$ cat src/rtl/load_align_unit.sv
// Load data unit between MEM and WB: issues aligned word reads, splits loads that
// straddle a bus word into two reads, then merges, aligns and extends the data.
module load_align_unit #(
   parameter int XLEN           = 32,
   parameter int MISALIGN_SPLIT = 1
) (
   input  logic            clk,
   input  logic            rst,
   input  logic            req_valid,
   output logic            req_ready,
   input  logic [2:0]      req_funct3,
   input  logic [31:0]     req_addr,
   input  logic [4:0]      req_rd,
   output logic            mem_req,
   output logic [31:0]     mem_addr,
   input  logic            mem_rvalid,
   input  logic [XLEN-1:0] mem_rdata,
   output logic            out_valid,
   input  logic            out_ready,
   output logic [XLEN-1:0] out_data,
   output logic [4:0]      out_rd,
   output logic            out_misalign
);

   localparam int BYTES = XLEN / 8;
   localparam int OFFW  = $clog2(BYTES);

   typedef enum logic [2:0] {IDLE, ISSUE0, WAIT0, ISSUE1, WAIT1, RESP} state_t;

   state_t          state;
   state_t          state_nxt;

   logic [OFFW-1:0] req_off;
   logic [3:0]      req_size;
   logic            req_illegal;
   logic            req_misal;
   logic            req_cross;
   logic            req_reject;

   logic [2:0]      funct3_q;
   logic [OFFW-1:0] off_q;
   logic            cross_q;
   logic [XLEN-1:0] lo_q;

   // Shift the {hi,lo} pair down to the addressed byte, keep the access size and
   // extend: the field is parked at the top of a signed word so that a right shift
   // back down either zero-fills (unsigned) or replicates the top byte's sign bit.
   function automatic logic [XLEN-1:0] align_extend(input logic [2*XLEN-1:0] pair,
                                                    input logic [OFFW-1:0]   off,
                                                    input logic [2:0]        f3);
      logic [2*XLEN-1:0]      shifted;
      logic signed [XLEN-1:0] field;
      int                     fbits;
      int                     pad;
      shifted = pair >> {off, 3'b000};
      fbits   = 8 << f3[1:0];
      pad     = (fbits >= XLEN) ? 0 : XLEN - fbits;
      field   = shifted[XLEN-1:0] << pad;
      if (f3[2]) begin
         return field >> pad;
      end
      return field >>> pad;
   endfunction

   // Request decode: size, offset in the bus word, misalignment, word crossing, legality.
   always_comb begin
      req_off     = req_addr[OFFW-1:0];
      req_size    = 4'd1 << req_funct3[1:0];
      req_illegal = (req_funct3 == 3'b111) ||
                    ((XLEN == 32) && ((req_funct3 == 3'b011) || (req_funct3 == 3'b110)));
      req_misal   = ((4'(req_off)) & (req_size - 4'd1)) != 4'd0;
      req_cross   = (5'(req_off) + 5'(req_size)) > 5'(BYTES);
      req_reject  = req_illegal || ((MISALIGN_SPLIT == 0) && req_misal);
   end

   // State register.
   always_ff @(posedge clk or posedge rst) begin
      if (rst) begin
         state <= IDLE;
      end else begin
         state <= state_nxt;
      end
   end

   // Next-state and handshake/strobe outputs.
   always_comb begin
      state_nxt = state;
      req_ready = 1'b0;
      mem_req   = 1'b0;
      out_valid = 1'b0;
      case (state)
         IDLE: begin
            req_ready = 1'b1;
            if (req_valid) begin
               state_nxt = req_reject ? RESP : ISSUE0;
            end
         end
         ISSUE0: begin
            mem_req   = 1'b1;
            state_nxt = WAIT0;
         end
         WAIT0: begin
            if (mem_rvalid) begin
               state_nxt = cross_q ? ISSUE1 : RESP;
            end
         end
         ISSUE1: begin
            mem_req   = 1'b1;
            state_nxt = WAIT1;
         end
         WAIT1: begin
            if (mem_rvalid) begin
               state_nxt = RESP;
            end
         end
         RESP: begin
            out_valid = 1'b1;
            if (out_ready) begin
               state_nxt = IDLE;
            end
         end
         default: state_nxt = IDLE;
      endcase
   end

   // Request capture, read address sequencing and result register.
   always_ff @(posedge clk or posedge rst) begin
      if (rst) begin
         mem_addr     <= '0;
         out_data     <= '0;
         out_rd       <= '0;
         out_misalign <= 1'b0;
         funct3_q     <= '0;
         off_q        <= '0;
         cross_q      <= 1'b0;
      end else begin
         case (state)
            IDLE: begin
               if (req_valid) begin
                  mem_addr     <= req_addr & ~32'(BYTES - 1);
                  out_data     <= '0;
                  out_rd       <= req_rd;
                  out_misalign <= req_reject && !req_illegal;
                  funct3_q     <= req_funct3;
                  off_q        <= req_off;
                  cross_q      <= req_cross && !req_reject;
               end
            end
            WAIT0: begin
               if (mem_rvalid) begin
                  if (cross_q) begin
                     mem_addr <= mem_addr + 32'(BYTES);
                  end else begin
                     out_data <= align_extend({{XLEN{1'b0}}, mem_rdata}, off_q, funct3_q);
                  end
               end
            end
            WAIT1: begin
               if (mem_rvalid) begin
                  out_data <= align_extend({mem_rdata, lo_q}, off_q, funct3_q);
               end
            end
            default: ;
         endcase
      end
   end

   // Low word of a split access, held until the high word arrives.
   always_ff @(posedge clk) begin
      if (state == WAIT0 && mem_rvalid) begin
         lo_q <= mem_rdata;
      end
   end

endmodule

$ cat config.mk
export PLATFORM = sky130hd
export DESIGN_NAME = load_align_unit
export DESIGN_NICKNAME = d
export VERILOG_FILES = /design/src/rtl/load_align_unit.sv
export SDC_FILE = /design/constraint.sdc
export NUM_CORES = 1
export LEC_CHECK = 0
export CORE_MARGIN = 3
export CORE_UTILIZATION = 40
export CTS_CLUSTER_SIZE = 12
export DETAILED_ROUTE_END_ITERATION = 12
export PLACE_DENSITY = 0.62
export RECOVER_POWER = 100
export SLEW_MARGIN = 20
export SYNTH_ARGS = -nofsm -noshare
export SYNTH_HDL_FRONTEND = slang
export SYNTH_SLANG_ARGS = --single-unit
$ cat constraint.sdc
create_clock -name clk -period 7.1 [get_ports clk]
set_input_delay 1.065 -clock clk [delete_from_list [all_inputs] [get_ports clk]]
set_output_delay 1.065 -clock clk [all_outputs]
set_load 0.005 [all_outputs]
== Yosys cells after proc, flatten, opt, wreduce, memory -nomap -nowiden ==
Index checks and enable logic that the tools add are counted.
Storage, ports and cells
  register bits after elaboration: 110
  input port bits: 77
  output and inout port bits: 73
  logic and storage cells: 80
Cells by class
  add/subtract/negate cells: 3
  $lt $le $gt $ge: 2
  equal/unequal tests: 14
  shift operators: 10
  muxes and demuxes: 30
  reductions and logical operators: 13
Operator list (count)
  32-bit 2-to-1 mux: 12
  32-bit one-hot mux with 3 select lines: 1
  32-bit one-hot mux with 2 select lines: 1
  32-bit by 32-bit left shift with 32-bit output: 2
  32-bit by 32-bit right shift with 32-bit output: 2
  64-bit by 5-bit right shift with 32-bit output: 1
  32-bit by 32-bit >>> shifter with 32-bit output: 2
  32-bit by 3-bit adder with 32-bit output (second input constant): 1
  32-bit by 7-bit >= comparator with 1-bit output (second input constant): 1
  4-bit by 2-bit left shift with 32-bit output (first input constant): 1
  32-bit by 5-bit right shift with 32-bit output: 1
  7-bit by 32-bit subtractor with 32-bit output (first input constant): 1
  3-bit 2-to-1 mux: 6
  3-bit one-hot mux with 6 select lines: 1
  3-bit equality test (second input constant): 4
  2-bit inequality test (second input constant): 6
  3-bit by 2-bit equality test with 1-bit output (second input constant): 3
  1-bit 2-to-1 mux: 9
  4-bit AND reduction: 2
  2-bit by 4-bit adder with 5-bit output: 1
  5-bit by 3-bit greater-than comparator with 1-bit output (second input constant): 1
  5-bit AND reduction: 1
  1-bit by 2-bit left shift with 4-bit output (first input constant): 1
  3-bit by 1-bit equality test with 1-bit output (second input constant): 1
  8 further kinds: 10

== Longest topological paths before layout ==
Gate-level depths: netlist of run 1.
  word-level depth: 10
  depth in mapped cells: 9

== Worst setup path after synthesis of run 1 ==
No wires, ideal clock.
  kind: in2reg
  from: input mem_rvalid
  to: register mem_addr[24]
  library setup time: 0.120 ns
  arrival: 3.220 ns
  slack: 3.760 ns
  stages on the path: 5
  path buffers: 1
  path through: clkbuf_1 -> inv_1 -> nor2_1 -> nand3_1 -> o211a_1
On the way
  cells in the longest elaborated chain, start to end: 2
Ends and longest elaborated chain
  start, declared: RTL line 16  | input logic mem_rvalid,
  2-bit inequality test (no source line)
  4-bit AND reduction (no source line)
  end signal, assigned: RTL line 140  | mem_addr <= req_addr & ~32'(BYTES - 1);
  end signal, assigned: RTL line 152  | mem_addr <= mem_addr + 32'(BYTES);
  end, declared: RTL line 15  | output logic [31:0] mem_addr,
Every way passes these cells.
A chain may end at the register's enable or synchronous reset.

==> results of run 1 <==
## state kept, by name (all words and copies together) (netlist names)
signal,flops
lo_q,32
out_data,32
mem_addr,30
out_rd,5
funct3_q,3
state,3
off_q,2
cross_q,1
## final timing paths
kind / slack (ps) / cells after the start / end
hold / removal: 470 / 2 / out_data[1]
max in group asynchronous: 5190 / 3 / off_q[0]
setup reg to reg: 3640 / 5 / lo_q[7]
setup / recovery: 2770 / 6 / out_rd[2]
min in group asynchronous: 1400 / 3 / out_rd[4]
hold reg to reg: 470 / 2 / out_data[1]
## Yosys cell counts, drive strengths merged, types with 7 or more instances
cell / count
nand2: 85
dfrtp: 76
a21oi: 61
nor2: 52
mux2i: 50
o21ai: 37
clkbuf: 36
edfxtp: 32
buf: 22
mux2: 20
nand3: 19
a211o: 17
inv: 14
o22a: 14
nand4: 13
a31oi: 9
o211ai: 8
o221ai: 8
a22o: 7
and3: 7
o2bb2ai: 7
## metal layers
layer	vias to the layer above	routed length [um]	GRT usage, %
met3	47	1560	6.04
met2	271	9310	35.3
met5	-	28	0
met1	2978	8780	30.5
li1	2836	-	-
met4	6	482	7.13
## layout make-up
class | count | area [um2] | share of cell area (%)
well taps | 216 | 270 | 3.23
flip-flops and latches | 108 | 2860 | 34.2
clock inverters | 6 | 55.1 | 0.658
clock buffers | 10 | 229 | 2.73
repair buffers | 154 | 1510 | 18.1
inverters | 14 | 53.8 | 0.643
diodes | 1 | 2.50 | 0.0299
multi-input cells | 517 | 3380 | 40.4
## power by group through the flow
stage          registers [W]  logic, W  clock network (W)
5_1_grt              0.00112   0.00184           0.000543
6_report             0.00109   0.00168           0.000504
4_1_cts              0.00109   0.00175           0.000519
2_1_floorplan        0.00102   0.00114                  0
3_5_place_dp         0.00110   0.00175                  0
3_3_place_gp         0.00110   0.00171                  0
## metrics by stage
stage / std cells / util (%) / setup slack [ps]
final: 1026 / 52.5 / 2770
after global routing: 1026 / 52.5 / 2440
after CTS: 1025 / 52.7 / 3890
after detailed placement: 1009 / 50.9 / 3500
after global placement: 1009 / 50.9 / 3580
after floorplan: 697 / - / 3760
## kinds of logic (layout without fill, tap and decap cells)
| family | count (synthesis) | after routing |
|---|---|---|
| AO/OA/AOI/OAI | 220 | 220 |
| AND/OR/NAND/NOR | 218 | 218 |
| flip-flops | 108 | 108 |
| multiplexers | 72 | 72 |
| buffers and inverters | 72 | 184 |
| adder cells (fa/ha/maj) | 4 | 4 |
| other | 1 | 4 |
## worst max-delay path, stage by stage
cell	delay (ps)
dlygate4sd3_1	670
and3_1	260
o21ai_0	170
clkbuf_1	1310
nor2_1	610
mux2_1	480
==> qor.txt, run 1 <==
Core ar. - 0.0159 mm2
post-synthesis cell type count - 67
initial antenna violation count - 4
initial core utilization - 41.1%
Max Freq - 0.231 GHz
Flop pwr share - 33.3%
largest fanout on the critical path - 41
post-synthesis sequential area ratio - 43.7%
final instance area - 0.00837 mm2
multiplexer share of the synthesized area - 11.9%
max cap viols - 3
period utilization - 61.0%
I/O Buffers - 146
Yosys top cell area share - 29.0%
via count - 6,138
Area after DPL - 0.00811 mm2
Final nets - 885
Hold/Removal Path Class - reg2reg
num rows - 46
Critical Path Sink Type - flip-flop
Chip Width - 134 um
slew margin rel. - -22.2%
RSZ-0062 raised after global routing - no
Residual DRC - 0
xor-xnor portion of the synthesized cell area - 0%
clock tree buffer depth - 2
H-tree depth - 3
first-pass GRT wire length - 32.5 mm
Fin. Hold Viols - 0
failing checks - max-capacitance violations, max-slew violations
clock root buffer - clkbuf_16
status - finished, violations left
pin count of the biggest net entering global routing - 77
most frequent cells in the layout - dlygate4sd3_1 (104), nand2_1 (85), dfrtp_1 (75)
Top FF cell, synth - dfrtp_1
post-synthesis compound-gate area fraction - 23.2%
TritonRoute pass-1 iters - 5
YS warnings - 0
Detail Route Antenna Nets - 0
CP startpoint - mem_rvalid
Worst Skew - 12.4 ps
Sw Ratio - 42.2%
clock share of power - 15.4%
Die ar. - 0.0180 mm2
Synth Area in Adders - 0.878%
CTS sink count - 108
Vias per Instance - 5.98
Power Density - 391 mW/mm2
Setup-failing EPs final - 0
#FFs+latches synth - 108
Logic pwr share - 51.3%
Gate Count Post-Synth - 695
total track usage - 22.5%
DIE HEIGHT - 134 um
DRT Wirelength - 20.2 mm
CTS tree - built
Boundary Pins - 150
Clk Latency, worst-skew pair - 360 ps
layout cell share with drive strength beyond 1 - 4.20%
# fillers - 1,475
Post-Syn Area per Cell - 9.43 um2
Overall Power - 0.00327 W
Static Leak - 3.49 nW
post-synth top area cell - dfrtp_1
routed length per instance - 19.6 um
vias in the first global route - 6,021
main combinational cell family by area after synthesis - compound AO/OA/AOI/OAI gates
number of enable flip-flop cells after synthesis - 32
Post-synth ARST share - 70.4%
clock-pin slew on the worst setup and hold paths - 60 ps
commonest non-fill, non-tap cell in the layout - dlygate4sd3_1
GRT Residual Overflow - 0
internal cell power - 0.00189 W
Max Slew Vio Count - 101
worst slew pin tran - 1830 ps
Synth Area in Simple Gates - 15.5%
setup repair bufs after CTS - 0
reg2reg start - state[2]
Sum Neg Setup Slack - 0 ps
Tmin final - 4330 ps
VDD IR-drop max - 0.184 mV
CTS Hold Bufs - 0
CTS resizes - 0
Netlist Area Pre-Place - 0.00656 mm2
Hold Slack - 473 ps
critical path data required time - 7330 ps
hold_sp - out_data[1]
area grow syn2layout - 27.7%
Setup crit start kind - primary input
DRT iter0 DRCs - 538
net switching power - 0.00138 W
Worst EP arrival - 4560 ps
CTS Buf Count - 9
detailed placement HPWL - 13.6 mm
main area contributors after synthesis - dfrtp_1 (29%), edfxtp_1 (15%), mux2i_1 (7.6%)
CP Class - in2reg
Final GP Congestion - 0.824
Power figures use the tool's default switching activity.
==> run 2, diff against run 1 <==
clock period = 4.1 ns   (was 7.1 ns; I/O delays follow)
==> qor.txt, run 2 (same netlist as run 1, synthesis figures left out) <==
Max Freq - 0.301 GHz
first-pass GRT wire length - 32.1 mm
critical path data required time - 4330 ps
CTS tree - built
area grow syn2layout - 28.8%
Flop pwr share - 34.1%
via count - 6,044
pin count of the biggest net entering global routing - 75
Tmin final - 3330 ps
# fillers - 1,468
max cap viols - 2
Core ar. - 0.0159 mm2
worst slew pin tran - 1800 ps
Power Density - 681 mW/mm2
biggest regs - lo_q: 32 flops, out_data: 32 flops, mem_addr: 30 flops
num rows - 46
GRT Max-Usage Layer - met2
H-tree depth - 3
routed length per instance - 19.5 um
Critical Path Sink Type - flip-flop
Hold/Removal Path Class - reg2reg
clock share of power - 15.8%
Max Slew Vio Count - 68
critical path cell sequence - buf_4, mux2_2, o211ai_1, a21oi_1, a2111o_1
Chip Width - 134 um
setup repair bufs after CTS - 0
Sum Neg Setup Slack - 0 ps
worst path bufs/invs - 1
Setup-failing EPs final - 0
hold_sp - out_data[6]
clock tree buffer depth - 2
clock-pin slew on the worst setup and hold paths - 80 ps
Worst Skew - 10.1 ps
CTS sink count - 108
failing checks - max-capacitance violations, max-slew violations
Final nets - 891
detailed placement HPWL - 14.1 mm
Static Leak - 3.53 nW
met1 usage - 31.3%
Detail Route Antenna Nets - 0
most frequent cells in the layout - dlygate4sd3_1 (104), nand2_1 (85), dfrtp_1 (76)
VDD IR-drop max - 0.291 mV
Crit-path slowest cell - dfrtp_1
Fin. Hold Viols - 0
met3 Track Usage GR - 3.83%
Clk Latency, worst-skew pair - 360 ps
Setup crit start kind - flip-flop
Overall Power - 0.00575 W
GRT Residual Overflow - 0
cell family with most CP delay - flip-flops
RSZ-0062 raised after global routing - no
Final GP Congestion - 0.846
Die ar. - 0.0180 mm2
CTS Buf Count - 9
status - finished, violations left
Logic pwr share - 50.1%
Residual DRC - 0
CTS Hold Bufs - 0
DIE HEIGHT - 134 um
vias in the first global route - 5,894
CTS resizes - 0
Sw Ratio - 42.2%
DRT Wirelength - 20.2 mm
CP Class - reg2reg
largest fanout on the critical path - 36
initial core utilization - 41.1%
commonest non-fill, non-tap cell in the layout - dlygate4sd3_1
clock root buffer - clkbuf_16
total track usage - 22.1%
net switching power - 0.00243 W
M2 GR Usage - 35.4%
Vias per Instance - 5.86
reg2reg start - off_q[0]
Boundary Pins - 150
TritonRoute pass-1 iters - 5
CP max stage delay - 1550 ps
Worst EP arrival - 3560 ps
period utilization - 81.1%
DRT iter0 DRCs - 467
slew margin rel. - -20.1%
layout cell share with drive strength beyond 1 - 5.15%
initial antenna violation count - 4
internal cell power - 0.00332 W
I/O Buffers - 146
CP startpoint - off_q[0]
==> run 2: per-stage QoR <==
stage / worst slack [ps] / hold slack [ps] / utilization, % / std cells / cell area (um2)
6_report: 773 / 485 / 53.0 / 1032 / 8440
5_1_grt: 598 / 506 / 53.0 / 1032 / 8440
4_1_cts: 1390 / 499 / 53.1 / 1031 / 8470
3_5_place_dp: 1290 / 483 / 51.2 / 1015 / 8170
3_3_place_gp: 1370 / 470 / 51.2 / 1015 / 8170
2_1_floorplan: 1210 / 479 / - / 697 / 6560
==> run 2: metal layers <==
layer  vias up  share of wire (%)
li1       2842                  -
met1      2923                 45
met2       246                 46
met3        27                6.8
met4         6                1.4
met5         -               0.14
==> run 2: power by group through the flow <==
stage          registers [W]  logic (W)  clock network, W
2_1_floorplan        0.00176    0.00198                 0
3_3_place_gp         0.00197    0.00293                 0
3_5_place_dp         0.00198    0.00298                 0
4_1_cts              0.00197    0.00300          0.000926
5_1_grt              0.00202    0.00315          0.000960
6_report             0.00196    0.00288          0.000910
==> run 2: final cells by class <==
cell class	count	area, um2	share of cell area (%)
clock buffer	9	225	2.67
timing repair buffer	160	1570	18.6
antenna	1	2.50	0.0296
clock inverter	7	75.1	0.889
multi-input combinational	517	3380	40.1
tap	216	270	3.20
inverter	14	53.8	0.637
sequential	108	2860	33.9
==> run 2: worst reg2reg max path: cells and delay by family (launching register included) <==
| family | cells | cell delay (ps) |
|---|---|---|
| muxes | 1 | 400 |
| DFF | 1 | 1550 |
| buffers and inverters | 1 | 630 |
| AOI/OAI and AO/OA | 3 | 620 |
==> run 2: final timing paths <==
path	end	slack [ps]	cells past startpoint
worst max-delay path	out_data[17]	770	5
worst min-delay path	out_data[6]	490	2
worst max register to register	out_data[17]	770	5
worst min register to register	out_data[6]	490	2
max in group asynchronous	mem_addr[6]	1760	3
min in group asynchronous	out_rd[4]	930	3
==> run 3, diff against run 2 <==
PLACE_DENSITY = 0.65   (was 0.62)
clock period = 2.7 ns   (was 4.1 ns; I/O delays follow)
==> qor.txt, run 3 (same netlist as run 1, synthesis figures left out) <==
CTS Hold Bufs - 0
setup repair bufs after CTS - 0
RSZ-0062 raised after global routing - no
# fillers - 1,451
Reg2Reg Setup Slack - 290 ps
Antenna diodes - 0
via count - 6,229
Max Freq - 0.415 GHz
status - complete, no violations
Vias per Instance - 5.97
Hold/Removal Path Class - reg2reg
Critical Path Sink Type - flip-flop
slew margin rel. - 20.9%
Fin. Hold Viols - 0
Sum Neg Setup Slack - 0 ps
Detail Route Antenna Nets - 0
Core ar. - 0.0159 mm2
Power Density - 1020 mW/mm2
pin count of the biggest net entering global routing - 67
GRT Residual Overflow - 0
I/O Buffers - 146
biggest regs - lo_q: 32 flops, out_data: 32 flops, mem_addr: 30 flops
area grow syn2layout - 29.9%
H-tree depth - 3
total track usage - 22.7%
vias in the first global route - 6,090
Max Slew Vio Count - 0
layout cell share with drive strength beyond 1 - 7.49%
Worst Skew - 6.58 ps
Hold Slack - 480 ps
num rows - 46
Boundary Pins - 150
initial antenna violation count - 0
DIE HEIGHT - 134 um
commonest non-fill, non-tap cell in the layout - dlygate4sd3_1
clock tree buffer depth - 2
CTS resizes - 0
Worst EP arrival - 2650 ps
clock-pin slew on the worst setup and hold paths - 80 ps
TritonRoute pass-1 iters - 5
detailed placement HPWL - 14.6 mm
critical path data required time - 2940 ps
most frequent cells in the layout - dlygate4sd3_1 (105), nand2_1 (84), dfrtp_1 (75)
Die ar. - 0.0180 mm2
largest fanout on the critical path - 33
Final nets - 904
max cap viols - 0
worst slew pin tran - 1180 ps
Setup-failing EPs final - 0
Chip Width - 134 um
Static Leak - 3.59 nW
DRT iter0 DRCs - 471
period utilization - 89.2%
CTS sink count - 108
Overall Power - 0.00870 W
Setup crit start kind - primary input
clock root buffer - clkbuf_16
Residual DRC - 0
DRT Wirelength - 20.4 mm
Tmin final - 2410 ps
initial core utilization - 41.1%
Clk Latency, worst-skew pair - 350 ps
area occupied by multi-input gates - 0.00340 mm2
CTS tree - built
CP Class - in2reg
VDD IR-drop max - 0.503 mV
routed length per instance - 19.6 um
Final GP Congestion - 0.838
Reg area - 0.00286 mm2
CTS Buf Count - 9
first-pass GRT wire length - 32.7 mm
-- run 3: cell count changes in the layout (fill, tap and decap cells not counted), moves of 3 or more --
cell / before / now
buf_4: 10 / 18
clkbuf_2: 0 / 5
o21ai_0: 23 / 20
o21ai_1: 12 / 15
-- run 3: final cells by class --
| cell class | instances | area share (%) |
|---|---|---|
| sequential | 108 | 33.6 |
| clock inverter | 7 | 0.602 |
| clock buffer | 9 | 2.64 |
| inverter | 14 | 0.632 |
| tap | 216 | 3.17 |
| multi-input combinational | 517 | 39.9 |
| timing repair buffer | 173 | 19.4 |
-- run 3: routing by layer --
layer | track usage, % | vias up | wire length, um
met3 | 5.03 | 34 | 1660
li1 | - | 2884 | -
met5 | 0 | - | 0
met2 | 37.4 | 304 | 9730
met1 | 29.4 | 3007 | 8550
met4 | 8.31 | 0 | 477
-- run 3: final timing paths --
kind / start / endpoint / cells past startpoint
hold / removal: out_data[3] / out_data[3] / 2
setup reg to reg: off_q[1] / out_data[16] / 6
setup / recovery: mem_rvalid / out_data[28] / 8
max in group asynchronous: rst / off_q[0] / 3
hold reg to reg: out_data[3] / out_data[3] / 2
min in group asynchronous: rst / mem_addr[28] / 2
-- run 3: power by group --
part | internal (W) | leakage [nW] | switching, W
clock network | 0.000632 | 0.132 | 0.000649
logic | 0.00210 | 2.24 | 0.00243
registers | 0.00224 | 1.22 | 0.000648
-- run 3: per-stage QoR --
step                setup WS (ps)  area, um2  std cells  util [%]
floorplan                     357       6570        697         -
global placement              249       8280       1028      51.9
detailed placement            205       8280       1028      51.9
CTS                           459       8550       1044      53.7
global route                  162       8520       1044      53.4
finish                        291       8520       1044      53.4
-- run 3: critical path: stages --
cell and delay [ps]:
dlygate4sd3_1 580, buf_4 160, nand2_1 50, nor3_1 260, o21ai_2 90, clkbuf_2 430, a22o_1 380, a211o_1 260
==> edit 1, RTL diff (config.mk and constraints of run 3) <==
Set the parameter `XLEN` to 64 (it was 32).
--- a/src/rtl/load_align_unit.sv
+++ b/src/rtl/load_align_unit.sv
@@ -1,7 +1,7 @@
 // Load data unit between MEM and WB: issues aligned word reads, splits loads that
 // straddle a bus word into two reads, then merges, aligns and extends the data.
 module load_align_unit #(
-   parameter int XLEN           = 32,
+   parameter int XLEN           = 64,
    parameter int MISALIGN_SPLIT = 1
 ) (
    input  logic            clk,
Ports: changed (resized mem_rdata and out_data); port bits go from 150 to 214. The function was not compared with the original's and may differ.
==> edit 1 against run 3 <==
  * Sequential cell count grew 64
  * Setup slack lost 0.33 ns
  * Largest cell class unchanged
  * Highest routed layer is now met5
  * The run now ends with max-capacitance violations, max-slew violations, negative setup slack left
  * Total power grew to 2.7 times the old value
  * Cell area grew 110%
  * Worst hold slack lost 0.0091 ns
  * Fmax shrank 12%
  * Routed wire length grew to 2.8 times the old value
  * Synthesized area grew 97%
  * Combinational power grew to 3.8 times the old value
  * Sequential share of layout area shrank 7.8 points
  * Sequential power grew 48%
==> edit 1: results (changes against run 3) <==
Status -> finished with violations (was completed)
Failing checks -> max-capacitance violations, max-slew violations, negative setup slack
Setup WS post-layout -> -0.04280 ns (was 0.2913 ns)
Num CTS Buffers -> 17 (was 9)
Cell internal pwr -> 12.33 mW (was 4.976 mW)
DRT met1 WL -> 23.68 mm (was 8.549 mm)
Highest routed layer -> met5 (was met4)
Seq/Total Area, Yosys -> 0.3583 (was 0.4367)
DRT iter0 DRCs -> 1460 (was 471)
Skew-Pair Late Insertion Delay -> 0.47 ns (was 0.35 ns)
Nets -> 1878 (was 904)
Post_cts resized -> 22 (was 0)
Post-synth EDFFs -> 64 (was 32)
Dpl cell area -> 17000 um^2 (was 8278 um^2)
Largest stage delay on the critical path -> 0.60 ns (was 0.58 ns)
TNS Setup -> -0.2180 ns (was 0 ns)
Number of global-route vias before repair -> 13210 (was 6090)
CP top delay family -> multiplexers (was buffers and inverters)
Global-route wire length before repair -> 84.62 mm (was 32.69 mm)
Initial antenna violation count -> 1 (was 0)
Area contributors post-synth -> dfrtp_1 (21%), edfxtp_1 (15%), mux4_2 (12%) (was dfrtp_1 (29%), edfxtp_1 (15%), mux2i_1 (7.6%))
Largest net degree at the start of global routing -> 109 (was 67)
Max Cap Viol -> 1 (was 0)
R2r startpoint -> off_q[0]$_DFFE_PP0P_ (was off_q[1]$_DFFE_PP0P_)
Netlist cell types -> 69 (was 67)
Max VDD drop -> 0.9148 mV (was 0.5025 mV)
Wirelength per Cell -> 26.54 um (was 19.56 um)
Met1 Use GR -> 0.4451 (was 0.2941)
Met3 routed WL -> 4.813 mm (was 1.664 mm)
Syn Inst Count -> 1409 (was 695)
Placed Cells -> 2139 (was 1028)
Fin. max-slew vios -> 109 (was 0)
Final setup violating endpoints -> 9 (was 0)
Met2 usage -> 0.5314 (was 0.3737)
Clock Skews -> 0.01159 ns (was 0.006579 ns)
Seq pwr -> 4.27 mW (was 2.89 mW)
Crit. Startpoint -> mem_rdata[39] (was mem_rvalid)
Clk pwr share -> 0.105 (was 0.147)
Static leakage -> 7.274 nW (was 3.588 nW)
## edit 1: cell types whose count changed after synthesis, moves of 32 or more
cell / run 3 / this run
edfxtp_1: 32 / 64
dfrtp_1: 76 / 108
nor2_1: 51 / 120
a21oi_1: 61 / 146
mux2i_1: 50 / 102
nand2_1: 84 / 194
clkbuf_1: 36 / 73
o21ai_0: 15 / 135
mux4_2: 2 / 66
## edit 1: worst min-delay path: stages, from the launching register on
cell and delay [ns]:
dfrtp_1 0.34, nand2_1 0.05, nand2_1 0.05
## edit 1: cells by family after synthesis
group           synth area share
mux                       0.2204
other cells            0.0002905
buf+inv                  0.05186
fa+ha+maj               0.007173
simple gates              0.1450
compound gates            0.2169
flops                     0.3583
## edit 1: cell type report
type,count,share of cell area
multi-input combinational,1096,0.4436
sequential,172,0.2587
timing repair buffer,455,0.2329
tap,402,0.02808
clock buffer,20,0.02612
clock inverter,11,0.006007
inverter,21,0.004680
## edit 1: per-stage QoR
step             util  worst slack (ns)
2_1_floorplan       -        0.00005151
3_3_place_gp   0.5358           -0.4526
3_5_place_dp   0.5358           -0.5011
4_1_cts        0.5572         0.0001914
5_1_grt        0.5647           -0.1036
6_report       0.5647          -0.04280
## edit 1: how the worst min path moves through the flow
stage	endpoint	start	cells past startpoint
floorplan	out_data[16]$_DFFE_PP0P_	out_data[16]$_DFFE_PP0P_	2
global placement	out_data[16]$_DFFE_PP0P_	out_data[16]$_DFFE_PP0P_	2
detailed placement	out_data[16]$_DFFE_PP0P_	out_data[16]$_DFFE_PP0P_	2
CTS	out_data[16]$_DFFE_PP0P_	out_data[16]$_DFFE_PP0P_	2
global route	out_data[16]$_DFFE_PP0P_	out_data[16]$_DFFE_PP0P_	2
finish	out_data[16]$_DFFE_PP0P_	out_data[16]$_DFFE_PP0P_	2
==> edit 2, RTL diff (config.mk and constraints of run 3) <==
Made on the original files. The 6 states of `state_t` get a one-hot encoding in 6 bits.
--- a/src/rtl/load_align_unit.sv
+++ b/src/rtl/load_align_unit.sv
@@ -25,7 +25,7 @@
    localparam int BYTES = XLEN / 8;
    localparam int OFFW  = $clog2(BYTES);
 
-   typedef enum logic [2:0] {IDLE, ISSUE0, WAIT0, ISSUE1, WAIT1, RESP} state_t;
+   typedef enum logic [5:0] {IDLE = 6'b000001, ISSUE0 = 6'b000010, WAIT0 = 6'b000100, ISSUE1 = 6'b001000, WAIT1 = 6'b010000, RESP = 6'b100000} state_t;
 
    state_t          state;
    state_t          state_nxt;
Formal check against the unedited RTL: no difference found for any inputs over 4 cycles, from zero or initial values and one cycle with rst high; so few cycles prove little.
==> edit 2 against run 3 <==
  * Register-to-register slack worse by 0.09 ns
  * Via count is 2.0% higher
  * Final cell count is 1.1% higher
  * Sequential cell count grew 3
  * Die area increased by 5.5%
  * Highest routed layer unchanged
  * Setup slack worse by 0.28 ns
  * Routed wire length up 5.6%
  * Largest cell class unchanged
  * Utilization down 0.40 points
  * Synthesized area rose by 5.8%
  * Cell area rose by 4.3%
  * Non-clock buffer count is 1 higher
  * Total power increased by 1.9%
==> edit 2: results (changes against run 3) <==
Status -> completed (unchanged)
Nets -> 912 (was 904)
Total GRT Usage -> 0.2324 (was 0.2265)
Hpwl dp -> 15.50 mm (was 14.65 mm)
Slew @ Worst Pin -> 1.077 ns (was 1.181 ns)
Dpl cell area -> 8672 um^2 (was 8278 um^2)
Seq/Total Area, Yosys -> 0.4239 (was 0.4367)
Largest stage delay on the critical path -> 0.63 ns (was 0.58 ns)
Skew-Pair Late Insertion Delay -> 0.37 ns (was 0.35 ns)
Crit. Startpoint -> state[0]$_DFFE_PP1P_ (was mem_rvalid)
Synth async-reset ratio -> 0.7117 (was 0.7037)
Drt total wl -> 21.57 mm (was 20.42 mm)
Depth of the most critical reg-to-reg path -> 5 (was 6)
Critical path destination -> req_ready (was out_data[28]$_DFFE_PP0P_)
CP top delay family -> simple AND/OR/NAND/NOR gates (was buffers and inverters)
Worst Path Arrival -> 2.28 ns (was 2.65 ns)
R2r startpoint -> off_q[0]$_DFFE_PP0P_ (was off_q[1]$_DFFE_PP0P_)
Worst R2R End -> out_data[15]$_DFFE_PP0P_ (was out_data[16]$_DFFE_PP0P_)
Place WS -> 0.1131 ns (was 0.2053 ns)
Share of post-route cells with drive strength above 1 -> 0.1184 (was 0.07488)
Placed Cells -> 1039 (was 1028)
Routability congestion estimate -> 0.8653 (was 0.8380)
Number of global-route vias before repair -> 6383 (was 6090)
Max VDD drop -> 0.4751 mV (was 0.5025 mV)
Top post-synthesis cells by count -> dfrtp_1 (78), nand2_1 (66), o21ai_0 (49), a21oi_1 (46), nor2_1 (43) (was nand2_1 (84), dfrtp_1 (76), a21oi_1 (61), nor2_1 (51), mux2i_1 (50))
Min Hold Slack -> 0.4942 ns (was 0.4801 ns)
Hold Crit Depth -> 1 (was 2)
Crit path max-delay cell type -> dfstp_2 (was dlygate4sd3_1)
## edit 2: cell count changes in the layout (fill, tap and decap cells not counted), sizes merged, moves of 8 or more
cell     before  now
nand2        85   66
a211o        17    0
mux2         20   37
a21oi        61   46
o21ai        37   51
o22ai         6   19
a2bb2oi       5   16
mux2i        50   40
nor3          6   15
a32o          0    8
nand3        19   27
nor2         52   44
o221ai        8    0
## edit 2: layer usage
| layer | track usage | vias up | share of wire | routed length (um) |
|---|---|---|---|---|
| li1 | - | 2937 | - | - |
| met1 | 0.2991 | 3129 | 0.42 | 8956 |
| met2 | 0.3853 | 253 | 0.49 | 10630 |
| met5 | 0 | - | 0 | 0 |
| met4 | 0.07982 | 0 | 0.022 | 483 |
| met3 | 0.05259 | 34 | 0.069 | 1496 |
## edit 2: repair_timing
item                       in CTS  in global routing
setup endpoints to repair       1                  2
setup buffers                   0                  1
resized for setup               1                  0
pin swaps                       0                  0
cloned                          0                  0
## edit 2: logic make-up after synthesis
| logic type | count (synthesis) | synth area share |
|---|---|---|
| AND/OR/NAND/NOR | 215 | 0.1581 |
| AO/OA/AOI/OAI | 211 | 0.2070 |
| flip-flops | 111 | 0.4239 |
| multiplexers | 86 | 0.1519 |
| buffers and inverters | 71 | 0.04782 |
| adder cells (fa/ha/maj) | 4 | 0.008301 |
| XOR/XNOR | 2 | 0.002527 |
| other | 1 | 0.0005408 |
## edit 2: final cells by class
class	count	area, um^2
fill	1506	7874
multi-input combinational	521	3643
sequential	111	2940
timing repair buffer	174	1692
tap	220	275.3
clock buffer	10	239.0
inverter	14	53.80
clock inverter	6	42.54
## edit 2: power by group
group	switching, mW	internal [mW]	total [mW]
logic	2.38	2.27	4.65
clock network	0.679	0.659	1.34
registers	0.663	2.22	2.88
